**config.mk**
```make
export PLATFORM = sky130hd
export DESIGN_NAME = act_unit_pipe
export DESIGN_NICKNAME = d
export VERILOG_FILES = /design/src/rtl/act_unit_pipe.sv
export SDC_FILE = /design/constraint.sdc
export NUM_CORES = 1
export LEC_CHECK = 0
export ABC_CLOCK_PERIOD_IN_PS = 2900
export CAP_MARGIN = 25
export CORE_ASPECT_RATIO = 1.4
export CORE_MARGIN = 2
export CORE_UTILIZATION = 30
export CTS_CLUSTER_SIZE = 10
export DETAILED_ROUTE_END_ITERATION = 10
export GPL_TIMING_DRIVEN = 0
export SLEW_MARGIN = 20
export SYNTH_ARGS = -nofsm -noshare
export SYNTH_HDL_FRONTEND = slang
export SYNTH_SLANG_ARGS = --single-unit
```
**constraint.sdc**
```tcl
create_clock -name clk -period 2.9 [get_ports clk]
set_input_delay 0.58 -clock clk [delete_from_list [all_inputs] [get_ports clk]]
set_output_delay 0.58 -clock clk [all_outputs]
set_load 0.05 [all_outputs]
```
**src/rtl/act_unit_pipe.sv**
```systemverilog
// Two-stage per-lane activation (bypass / ReLU / clipped ReLU / leaky ReLU) with valid/ready.
// Optional saturating neg/clip statistics counters are built when ACT_STAT_EN is defined.
module act_unit_pipe #(
  parameter int unsigned DATA_W       = 8,
  parameter int unsigned CH           = 4,
  parameter int unsigned LEAK_SHIFT_W = 3
) (
  input  logic                    clk,
  input  logic                    rst_n,
  input  logic                    s_valid,
  output logic                    s_ready,
  input  logic [CH*DATA_W-1:0]    s_data,
  input  logic [1:0]              s_mode,
  input  logic [DATA_W-1:0]       s_clip,
  input  logic [LEAK_SHIFT_W-1:0] s_leak_sh,
  output logic                    m_valid,
  input  logic                    m_ready,
  output logic [CH*DATA_W-1:0]    m_data
`ifdef ACT_STAT_EN
  ,
  input  logic                    stat_clr,
  output logic [15:0]             neg_cnt,
  output logic [15:0]             clip_cnt
`endif
);

  logic                   w_en1, w_en2;
  logic                   r_v1, r_v2;
  logic [CH*DATA_W-1:0]   r_x1, r_lk1, r_y2;
  logic [CH-1:0]          r_neg1;
  logic [1:0]             r_mode1;
  logic [DATA_W-1:0]      r_clip1;

  logic [CH*DATA_W-1:0]   w_lk, w_y;
  logic [CH-1:0]          w_neg;
  logic signed [DATA_W-1:0] w_lane1;
  logic signed [DATA_W-1:0] w_x2, w_lk2, w_clip2, w_yl;

`ifdef ACT_STAT_EN
  logic [15:0] w_neg_pop, w_clip_pop;
  logic [16:0] w_neg_sum, w_clip_sum;
  logic [15:0] r_neg_cnt, r_clip_cnt;
`endif

  assign w_en2   = !r_v2 || m_ready;
  assign w_en1   = !r_v1 || w_en2;
  assign s_ready = w_en1;
  assign m_valid = r_v2;
  assign m_data  = r_y2;

  // Stage 1: sign flag and leaky value precomputed from the raw lane.
  always_comb begin
    w_lk    = '0;
    w_neg   = '0;
    w_lane1 = '0;
    for (int k = 0; k < int'(CH); k++) begin
      w_lane1                  = s_data[k*DATA_W +: DATA_W];
      w_neg[k]                 = w_lane1[DATA_W-1];
      w_lk[k*DATA_W +: DATA_W] = w_lane1 >>> s_leak_sh;
    end
  end

  // Stage 2: select the activation per lane.
  always_comb begin
    w_y     = '0;
    w_x2    = '0;
    w_lk2   = '0;
    w_yl    = '0;
    w_clip2 = r_clip1;
`ifdef ACT_STAT_EN
    w_neg_pop  = '0;
    w_clip_pop = '0;
`endif
    for (int k = 0; k < int'(CH); k++) begin
      w_x2  = r_x1[k*DATA_W +: DATA_W];
      w_lk2 = r_lk1[k*DATA_W +: DATA_W];
      case (r_mode1)
        2'd0:    w_yl = w_x2;
        2'd1:    w_yl = r_neg1[k] ? '0 : w_x2;
        2'd2: begin
          // A negative ceiling forces every lane to zero.
          if (r_neg1[k] || r_clip1[DATA_W-1]) w_yl = '0;
          else if (w_x2 > w_clip2)            w_yl = w_clip2;
          else                                w_yl = w_x2;
        end
        default: w_yl = r_neg1[k] ? w_lk2 : w_x2;
      endcase
      w_y[k*DATA_W +: DATA_W] = w_yl;
`ifdef ACT_STAT_EN
      if (r_neg1[k]) w_neg_pop = w_neg_pop + 16'd1;
      if ((r_mode1 == 2'd2) && !r_neg1[k] && ((w_x2 > w_clip2) || r_clip1[DATA_W-1]))
        w_clip_pop = w_clip_pop + 16'd1;
`endif
    end
  end

  always_ff @(posedge clk or negedge rst_n) begin
    if (!rst_n) begin
      r_v1    <= 1'b0;
      r_x1    <= '0;
      r_lk1   <= '0;
      r_neg1  <= '0;
      r_mode1 <= '0;
      r_clip1 <= '0;
    end else if (w_en1) begin
      r_v1 <= s_valid;
      if (s_valid) begin
        r_x1    <= s_data;
        r_lk1   <= w_lk;
        r_neg1  <= w_neg;
        r_mode1 <= s_mode;
        r_clip1 <= s_clip;
      end
    end
  end

  always_ff @(posedge clk or negedge rst_n) begin
    if (!rst_n) begin
      r_v2 <= 1'b0;
      r_y2 <= '0;
    end else if (w_en2) begin
      r_v2 <= r_v1;
      if (r_v1) r_y2 <= w_y;
    end
  end

`ifdef ACT_STAT_EN
  assign w_neg_sum  = {1'b0, r_neg_cnt} + {1'b0, w_neg_pop};
  assign w_clip_sum = {1'b0, r_clip_cnt} + {1'b0, w_clip_pop};
  assign neg_cnt    = r_neg_cnt;
  assign clip_cnt   = r_clip_cnt;

  always_ff @(posedge clk or negedge rst_n) begin
    if (!rst_n) begin
      r_neg_cnt  <= '0;
      r_clip_cnt <= '0;
    end else if (stat_clr) begin
      r_neg_cnt  <= '0;
      r_clip_cnt <= '0;
    end else if (w_en2 && r_v1) begin
      r_neg_cnt  <= w_neg_sum[16] ? 16'hFFFF : w_neg_sum[15:0];
      r_clip_cnt <= w_clip_sum[16] ? 16'hFFFF : w_clip_sum[15:0];
    end
  end
`endif

endmodule
```
==> impl_results.md, run 1 <==
- Status: completed
- Die Y: between 150 and 200 um
- Power Dens Cells: roughly 660 mW/mm^2
- PnR worst setup slack: 0.111 ns
- Compound-gate portion of the synthesized area: ~20%
- CTS buffer count: 9
- Post-Synth XOR/XNOR Area: less than 1%
- Post-DP HPWL: roughly 17000 um
- H-tree levels: 3
- Vias in the first global route: between 5000 and 6000
- Nets: approximately 880
- Placed Cells incl. Taps: around 1100
- Crit-path max FO: 10
- Leak: ~3.2 nW
- Initial core utilization: between 30% and 40%
- Sequential share of power: approximately 37%
- Setup TNS: 0 ns
- Mux contribution to synthesized area: 14.6%
- Max incr delay on CP: 0.43 ns
- Total core area: 0.0224 mm^2
- Register clock-pin slew on the reported worst setup and hold paths: roughly 0.080 ns
- Int Pwr: ~3.3 mW
- Antenna Nets Post-Route: 0
- Worst slew pin tran: 0.669 ns
- Period utilization: 96.2%
- Post-synth top area share: a little under two fifths
- DR WL/cell: 18.8 um
- Count leader, synth: dfrtp_1
- Post-synth top cells: dfrtp_1 (104), nand2_1 (79), mux2_2 (58)
- Maxcap violations: 0
- Slew Limit Fails: 0
- Sink Count: between 100 and 150
- Yosys cell types: between 40 and 50
- Main combinational cell family by area after synthesis: compound AO/OA/AOI/OAI gates
- F_max: about 360 MHz
- Pre-CTS WS: -0.0696 ns
- Reg2reg end: m_data[5]
- Port Buf Inserts: ~80
- Flop2flop setup slack: between 0.1 and 0.15 ns
- Area Growth Syn to Fin: 22.3%
- Top FF cell, synth: dfrtp_1
- Critical Path RT: between 3 and 4 ns
- Sequential area share after synthesis: a little under two fifths
- Syn nets: approximately 800
- Total GRT Usage: approximately 17%
- Simple-gate share of the synthesized area: between 10% and 20%
- Overflow after GRT: 0
- Net load switching power: approximately 2.3 mW
- Cells after synthesis: between 600 and 700
- Post-Route WL: between 20000 and 25000 um
- Asr flop ratio synth: 100%
- Post-Layout Cell Count: 1099
- Avg Inst Size Synth: ~9.8 um^2
- Setup violators final: 0
- Worst skew pair latency: 0.36 ns
- Worst Skew: between 0.01 and 0.015 ns
- Routability cong.: roughly 0.9
- Worst path top cell family by delay: compound AO/OA/AOI/OAI gates
- Max-slew headroom: 55.4%
- Synth area leader: dfrtp_1
- Worst EP arrival: a little over 3 ns
- Synth Area in Adders: around 6.6%
- Slowest stage cell, crit path: dfrtp_2
- Post-route minimum period: between 2 and 3 ns
- Count of yosys warnings during synthesis: 0
- DR iter-0 viols: ~370
- Critical R2R Launch: r_clip1[7]
- Worst hold slack: approximately 0.18 ns
- Switching part of the total power: between 40% and 50%
- Worst Setup End Kind: flop
- Max VDD drop: roughly 0.32 mV
- Kind of critical path: flop to flop
- Via count: roughly 5800
- Top post-synthesis cells by area: dfrtp_1 (38%), mux2_2 (9.6%), ha_1 (6.6%)
- Diode count: 0
- Buf/Inv on CP: 2
- Number of flops mapped to enable cells by yosys: 0
- Initial antenna violation count: 0
- Share of power burned in the clock network: 21.9%
- Worst min-delay path class: input port to asynchronous set/reset pin
- Die area: about 0.024 mm^2
- Drt drc: 0
- RSZ-0062 raised after global routing: no
- Global-route wire length before repair: 32600 um
- Synthesized area: slightly below 0.007 mm^2
- Synth Register Bits: between 100 and 150
- Root Buffer: clkbuf_16
- Util after Layout: a little under two fifths
- Vias per inst: ~5.3
- First-pass DRT Iterations: 5
- R2R depth: 9
- Largest net degree at the start of global routing: between 50 and 60
- Gate power share: about two fifths
- Layout cells sized above 1: roughly 13%
- Crit path cell chain: clkinvlp_4 > ha_1 > nand4b_1 > a211o_1 > o311a_1 > o31a_1 > buf_6 > or3_1 > o211ai_2
- IO Pins: 83
- Clock tree buffer depth: 2
- DIE WIDTH: about 130 um
- Startpoint types: flop
- TritonCTS clock tree: built
- Row count: 65
- Fin. Hold Viols: 0
-- registers in the layout (all words and copies together), names as in the netlist --
signal	cells
r_x1	32
r_mode1	2
r_v1	1
m_valid	1
r_lk1	28
r_clip1	8
m_data	32
-- area by class of cell --
type / count / area [um^2]
Fill cell: 2342 / 14100
Multi-Input combinational cell: 524 / 3930
Sequential cell: 104 / 2610
Timing Repair Buffer: 83 / 840
Tap cell: 301 / 377
Clock buffer: 10 / 239
Buffer: 50 / 211
Inverter: 21 / 82.6
Clock inverter: 6 / 52.6
-- worst max-delay path by stage --
| stage | start | slack (ns) | to | depth (start not counted) |
|---|---|---|---|---|
| 6_report | r_clip1[7] | 0.11 | m_data[5] | 9 |
| 5_1_grt | r_clip1[7] | 0.005 | m_data[6] | 9 |
| 4_1_cts | r_clip1[7] | 0.02 | m_data[5] | 9 |
| 3_5_place_dp | m_ready | -0.07 | m_data[11] | 8 |
| 3_3_place_gp | rst_n | -2.86 | m_data[10] | 1 |
| 2_1_floorplan | r_x1[7] | 0.44 | m_data[5] | 9 |
-- metrics by stage --
step	power [mW]	cell area [um^2]
global placement	4.29	7980
CTS	5.55	8310
floorplan	3.52	6820
finish	5.53	8340
detailed placement	4.33	8010
global route	5.85	8340
-- worst register-to-register path: cells and delay by family, from the launching register on --
kind                       cells  cell delay [ns]
buffers and inverters          2             0.39
AOI/OAI and AO/OA              4             0.87
adders and majority gates      1             0.41
DFF                            1             0.43
and+or+nand+nor                2             0.62
-- cell usage in the layout (no fill, tap or decap), types with 4 or more instances in the layout --
master,netlist,layout
inv_1,21,20
nand3_1,4,4
a21oi_1,18,18
buf_1,5,5
ha_1,36,36
dfrtp_1,104,99
nor2b_1,6,6
clkdlybuf4s50_1,0,78
o21ai_0,56,56
a22o_1,24,24
a221oi_1,28,28
and2_1,8,8
clkbuf_16,0,9
mux2_2,58,58
nand2b_1,7,7
a211oi_1,4,4
clkbuf_1,38,36
nand2_1,79,79
mux2i_1,16,16
nor2_1,43,43
buf_2,5,6
o21a_1,9,9
mux4_2,8,8
o211ai_1,26,26
or3_1,26,26
nand4b_1,31,31
dfrtp_2,0,5
-- kinds of logic after synthesis --
logic type | Yosys count
AO/OA/AOI/OAI | 189
flip-flops | 104
adder cells (fa/ha/maj) | 36
XOR/XNOR | 1
AND/OR/NAND/NOR | 216
multiplexers | 82
buffers and inverters | 71
-- repair_timing --
item                       CTS  global route
gates resized for setup      2             8
setup endpoints to repair    7            23
hold buffers                 0             0
setup buffers                0             3
-- power by group through the flow --
stage	clock network [mW]	logic [mW]	registers (mW)
after floorplan	0	1.11	2.41
after global placement	0	2.24	2.06
after detailed placement	0	2.27	2.06
after CTS	1.24	2.28	2.04
after global routing	1.29	2.48	2.08
final	1.21	2.28	2.04
-- metal layers --
layer | track usage, % | routed length (um) | up-vias
li1 | - | - | 2817
met1 | 19.9 | 8620 | 2844
met2 | 32.3 | 10700 | 113
met3 | 2.61 | 704 | 27
met4 | 6.87 | 567 | 0
met5 | 0 | 0 | -
Note: power is estimated with default switching activity, not from simulation.
==> run 2: changes to the inputs <==
CORE_UTILIZATION = 40   (was 30)
==> run 2 against run 1 <==
Net effect:
- final cell count down 8.9%
- worst setup slack worse by 0.013 ns
- design area is 1.1% lower
- critical path type unchanged
- wire length is 1.1% higher
- utilization grew 12 points
- global-route usage grew 6.2 points
==> impl_results.md, run 2 (same netlist as run 1, synthesis figures left out) <==
- Critical Path RT: between 3 and 4 ns
- Nets: approximately 880
- Largest net degree at the start of global routing: 54
- Initial antenna violation count: 0
- Util after Layout: roughly half
- Overflow after GRT: 0
- Reg2reg end: m_data[5]
- Die Y: ~160 um
- DIE WIDTH: 114 um
- Worst min-delay path class: input port to asynchronous set/reset pin
- Total core area: approximately 0.017 mm^2
- Total power: between 5 and 6 mW
- Power Dens Cells: 681 mW/mm^2
- RSZ-0062 raised after global routing: yes
- F_max: about 360 MHz
- Post-DP Area: around 0.008 mm^2
- H-tree levels: 3
- Worst path depth: 9
- CP startpoint: r_x1[7]
- R2R depth: 9
- Post-DP HPWL: approximately 17000 um
- Worst slew pin tran: about 0.68 ns
- Flop2flop setup slack: 0.1 ns
- Post-route cell area: around 0.0082 mm^2
- Slew Limit Fails: 0
- Max-slew headroom: between 50% and 60%
- Area Growth Syn to Fin: 21.0%
- Max VDD drop: about 0.27 mV
- CTS buffer count: 9
- Critical R2R Launch: r_x1[7]
- DR WL/cell: between 20 and 25 um
- Worst Skew: ~0.021 ns
- Slowest stage cell, crit path: dfrtp_2
- Initial core utilization: between 40% and 50%
- Fill count: between 1500 and 2000
- Maxcap violations: 0
- IO Pins: 83
- Worst EP arrival: slightly above 3 ns
- Setup TNS: 0 ns
- Startpoint types: flop
- Placed Cells incl. Taps: 982
- Pre-CTS WS: -0.00842 ns
- Port Buf Inserts: between 70 and 80
- Layout cells sized above 1: between 10% and 20%
- Vias in the first global route: 5760
- Worst path top cell family by delay: compound AO/OA/AOI/OAI gates
- Via count: slightly below 6000
- Worst setup endpoint: m_data[5]
- Buf/Inv on CP: 2
- Routability cong.: around 0.86
- Hold_buf cts: 0
- Post-Route WL: around 21000 um
- Global-route wire length before repair: about 32000 um
- Crit-path max FO: 10
- Most frequent cells in the layout: dfrtp_1 (98), nand2_1 (79), clkdlybuf4s50_1 (78)
- Drt drc: 0
- PnR worst setup slack: slightly below 0.1 ns
- Antenna Nets Post-Route: 0
- TritonCTS clock tree: built
- Clock tree buffer depth: 2
- Fin. Hold Viols: 0
- Kind of critical path: flop to flop
- Sink Count: between 100 and 150
- Period utilization: between 90% and 100%
- DR iter-0 viols: about 280
- Root Buffer: clkbuf_16
- Max incr delay on CP: approximately 0.47 ns
- Register clock-pin slew on the reported worst setup and hold paths: 0.07 ns
- Diode count: 0
- Total GRT Usage: about a quarter
- Vias per inst: 5.91
- Worst skew pair latency: 0.37 ns
- Leak: 3.23 nW
- Post-route minimum period: 2.80 ns
- Setup violators final: 0
- Commonest non-fill, non-tap cell in the layout: dfrtp_1
- Row count: 56
- Post-Layout Cell Count: about 1000
- Crit path cell chain: inv_1 > ha_2 > nand4b_1 > a211o_1 > o311a_1 > o31a_1 > buf_6 > or3_1 > o211ai_2
- Worst hold slack: 0.151 ns
- Worst Setup End Kind: flop
- Status: completed
- First-pass DRT Iterations: 5
- Die area: between 0.015 and 0.02 mm^2
[run 2: worst min-delay path by stage]
stage | startpoint | end | slack (ns) | cells after the start
global route | rst_n | r_x1[26] | 0.18 | 1
floorplan | rst_n | m_data[0] | 0.28 | 0
global placement | r_lk1[24] | r_lk1[24] | 0.47 | 2
finish | rst_n | r_x1[26] | 0.15 | 1
detailed placement | r_lk1[27] | r_lk1[27] | 0.47 | 2
CTS | rst_n | r_x1[29] | 0.18 | 1
[run 2: report_power, final]
group,switching (mW),internal [mW],leakage (nW),total (mW)
sequential,0.310,1.74,1.22,2.05
combinational,1.39,0.922,1.87,2.31
clock,0.563,0.693,0.146,1.26
[run 2: timing repair]
item / 4_1_cts / 5_1_grt
buffers inserted: 0 / 3
gates resized for setup: 1 / 13
endpoints found under the setup margin: 1 / 25
cloned: 0 / 1
[run 2: per-layer routing]
| layer | GRT usage (%) | vias up | part of all wire [%] |
|---|---|---|---|
| li1 | - | 2823 | - |
| met1 | 30.5 | 2877 | 43 |
| met2 | 40.4 | 177 | 50 |
| met3 | 3.43 | 40 | 4.7 |
| met4 | 7.67 | 0 | 2.7 |
| met5 | 0 | - | 0 |
[run 2: cell type report]
cell class                      count  area, um^2  area share [%]
Clock buffer                       11         243            2.94
Tap cell                          203         254            3.08
Sequential cell                   104        2610            31.6
Buffer                             50         211            2.56
Inverter                           21        82.6            1.00
Timing Repair Buffer               83         842            10.2
Timing Repair inverter              1        5.00          0.0607
Clock inverter                      4        52.6           0.637
Multi-Input combinational cell    524        3950            47.9
[run 2: worst reg2reg max path: stages (launching register included)]
cell      delay [ns]
dfrtp_2         0.47
inv_1           0.24
ha_2            0.36
nand4b_1        0.21
a211o_1         0.31
o311a_1         0.16
o31a_1          0.33
buf_6           0.17
or3_1           0.39
o211ai_2        0.08
==> run 3: changes to the inputs <==
DONT_BUFFER_PORTS = 1   (was default)
==> run 3 against run 2 <==
Net effect:
- the run now ends with hold timing left
- utilization fell by 4.9 points
- combinational power fell by 38%
- sequential power rose by 23%
- fmax rose by 0.98%
- critical path type unchanged
- largest power group is now registers
- highest routed layer unchanged
==> impl_results.md, run 3 (same netlist as run 1, synthesis figures left out) <==
- Status: complete, but fails checks
- Failing checks: hold timing
- Flop2flop setup slack: 0.13 ns
- Overflow after GRT: 0
- PnR worst setup slack: 0.125 ns
- Row count: between 50 and 60
- Worst min-delay path class: input port to asynchronous set/reset pin
- Vias in the first global route: about 5500
- Port Buf Inserts: 0
- Root Buffer: clkbuf_16
- DR iter-0 viols: between 200 and 250
- Fin. Hold Viols: between 100 and 150
- Crit-path max FO: 10
- Worst skew pair latency: 0.36 ns
- H-tree levels: 3
- TritonCTS clock tree: built
- Sequential share of power: approximately 48%
- Net load switching power: between 2 and 2.5 mW
- CP startpoint: r_clip1[7]
- Post-route cell area: about 0.0074 mm^2
- Post-Route WL: about 20000 um
- IO Pins: 83
- Worst Setup End Kind: flop
- F_max: around 360 MHz
- Share of power burned in the clock network: between 20% and 30%
- Int Pwr: ~3.1 mW
- Slowest stage cell, crit path: dfrtp_2
- Worst Skew: around 0.01 ns
- Layout cells sized above 1: ~15%
- Die Y: between 150 and 200 um
- Sink Count: between 100 and 150
- Max VDD drop: approximately 0.25 mV
- Leak: about 2.9 nW
- Slew Limit Fails: 0
- Die area: between 0.015 and 0.02 mm^2
- Kind of critical path: flop to flop
- Power Dens Cells: about 700 mW/mm^2
- Most frequent cells in the layout: dfrtp_1 (99), nand2_1 (78), mux2_2 (58)
- Worst EP arrival: roughly 3.1 ns
- Max incr delay on CP: 0.43 ns
- Worst slew pin tran: 0.649 ns
- Critical R2R Launch: r_clip1[7]
- Critical Path RT: 3.18 ns
- Reg2reg end: m_data[5]
- Maxcap violations: 0
- R2R depth: 9
- Nets: 799
- Worst setup endpoint: m_data[5]
- Switching part of the total power: ~40%
- Global-route wire length before repair: 31200 um
- Post-route minimum period: around 2.8 ns
- First-pass DRT Iterations: 5
- DIE WIDTH: 114 um
- Drt drc: 0
- Worst hold slack: -0.0883 ns
- CTS buffer count: 9
- Clock tree buffer depth: 2
- Period utilization: a little over nine tenths
- Gate power share: 27.4%
- Max-slew headroom: a little under three fifths
- Antenna Nets Post-Route: 0
- RSZ-0062 raised after global routing: no
- Area Growth Syn to Fin: 8.88%
- Initial core utilization: between 40% and 50%
- Vias per inst: 6.06
- Via count: between 5000 and 6000
- Largest net degree at the start of global routing: between 100 and 150
- Total core area: about 0.017 mm^2
- Commonest non-fill, non-tap cell in the layout: dfrtp_1
- Setup TNS: 0 ns
- Setup violators final: 0
- Post-DP Area: between 0.007 and 0.008 mm^2
- Total GRT Usage: between 20% and 30%
- Startpoint types: flop
- Pre-CTS WS: 0.0244 ns
- Routability cong.: 0.894
- Initial antenna violation count: 0
- Fill count: about 1600
- Post-DP HPWL: roughly 16000 um
- Diode count: 0
- Crit path cell chain: clkinvlp_4 > ha_1 > nand4b_1 > a211o_1 > o311a_1 > o31a_1 > buf_6 > or3_1 > o211ai_2
- Register clock-pin slew on the reported worst setup and hold paths: ~0.07 ns
- DR WL/cell: 21.9 um
- Total power: ~5.3 mW
-- run 3: cell count changes in the layout (fill, tap and decap cells not counted), sizes merged --
cell	previous run	this run
clkdlybuf4s50	78	0
clkinv	2	0
buf	17	16
bufinv	1	2
clkbuf	49	48
clkinvlp	2	1
-- run 3: worst min-delay path by stage --
stage / slack [ns] / depth (start not counted) / to
floorplan: 0.28 / 0 / m_data[0]
global placement: 0.29 / 0 / r_x1[29]
detailed placement: 0.29 / 0 / r_x1[26]
CTS: -0.1 / 0 / r_x1[26]
global route: -0.11 / 0 / r_x1[24]
finish: -0.09 / 0 / r_x1[26]
-- run 3: timing repair --
item | in CTS | in global routing
resized for setup | 1 | 16
endpoints found under the hold margin | 104 | 104
pin swaps | 0 | 1
setup endpoints to repair | 1 | 69
buffers inserted | 3 | 1
-- run 3: cell type report --
class                           instances  area, um^2  area share [%]
Clock inverter                          3        68.8           0.927
Clock buffer                           10         229            3.08
Timing Repair Buffer                    4        30.0           0.405
Buffer                                 50         214            2.88
Multi-Input combinational cell        524        3940            53.0
Sequential cell                       104        2610            35.1
Inverter                               21        82.6            1.11
Tap cell                              203         254            3.42
-- run 3: through the flow --
stage,hold slack (ns),instances,utilization [%]
2_1_floorplan,0.284,699,-
3_3_place_gp,0.288,902,42.2
3_5_place_dp,0.287,902,42.2
4_1_cts,-0.0976,918,44.2
5_1_grt,-0.105,919,44.3
6_report,-0.0883,919,44.3
-- run 3: power by group through the flow --
stage	clock (mW)	sequential, mW	combinational [mW]
floorplan	0	2.41	1.11
global placement	0	2.54	1.36
detailed placement	0	2.55	1.41
CTS	1.31	2.52	1.42
global route	1.36	2.56	1.61
finish	1.29	2.53	1.44
-- run 3: critical path: cells and delay by family (launching register included) --
family,cells,cell delay (ns)
AOI/OAI and AO/OA,4,0.89
DFF,1,0.43
and+or+nand+nor,2,0.62
buffers and inverters,2,0.36
adders and majority gates,1,0.39
-- run 3: metal layers --
metal  wire, um  global-route usage, %  part of all wire (%)
met1       8410                   28.1                    42
met2       9870                   38.6                    49
met3       1160                   4.95                   5.8
met4        660                   9.81                   3.3
met5          0                      0                     0
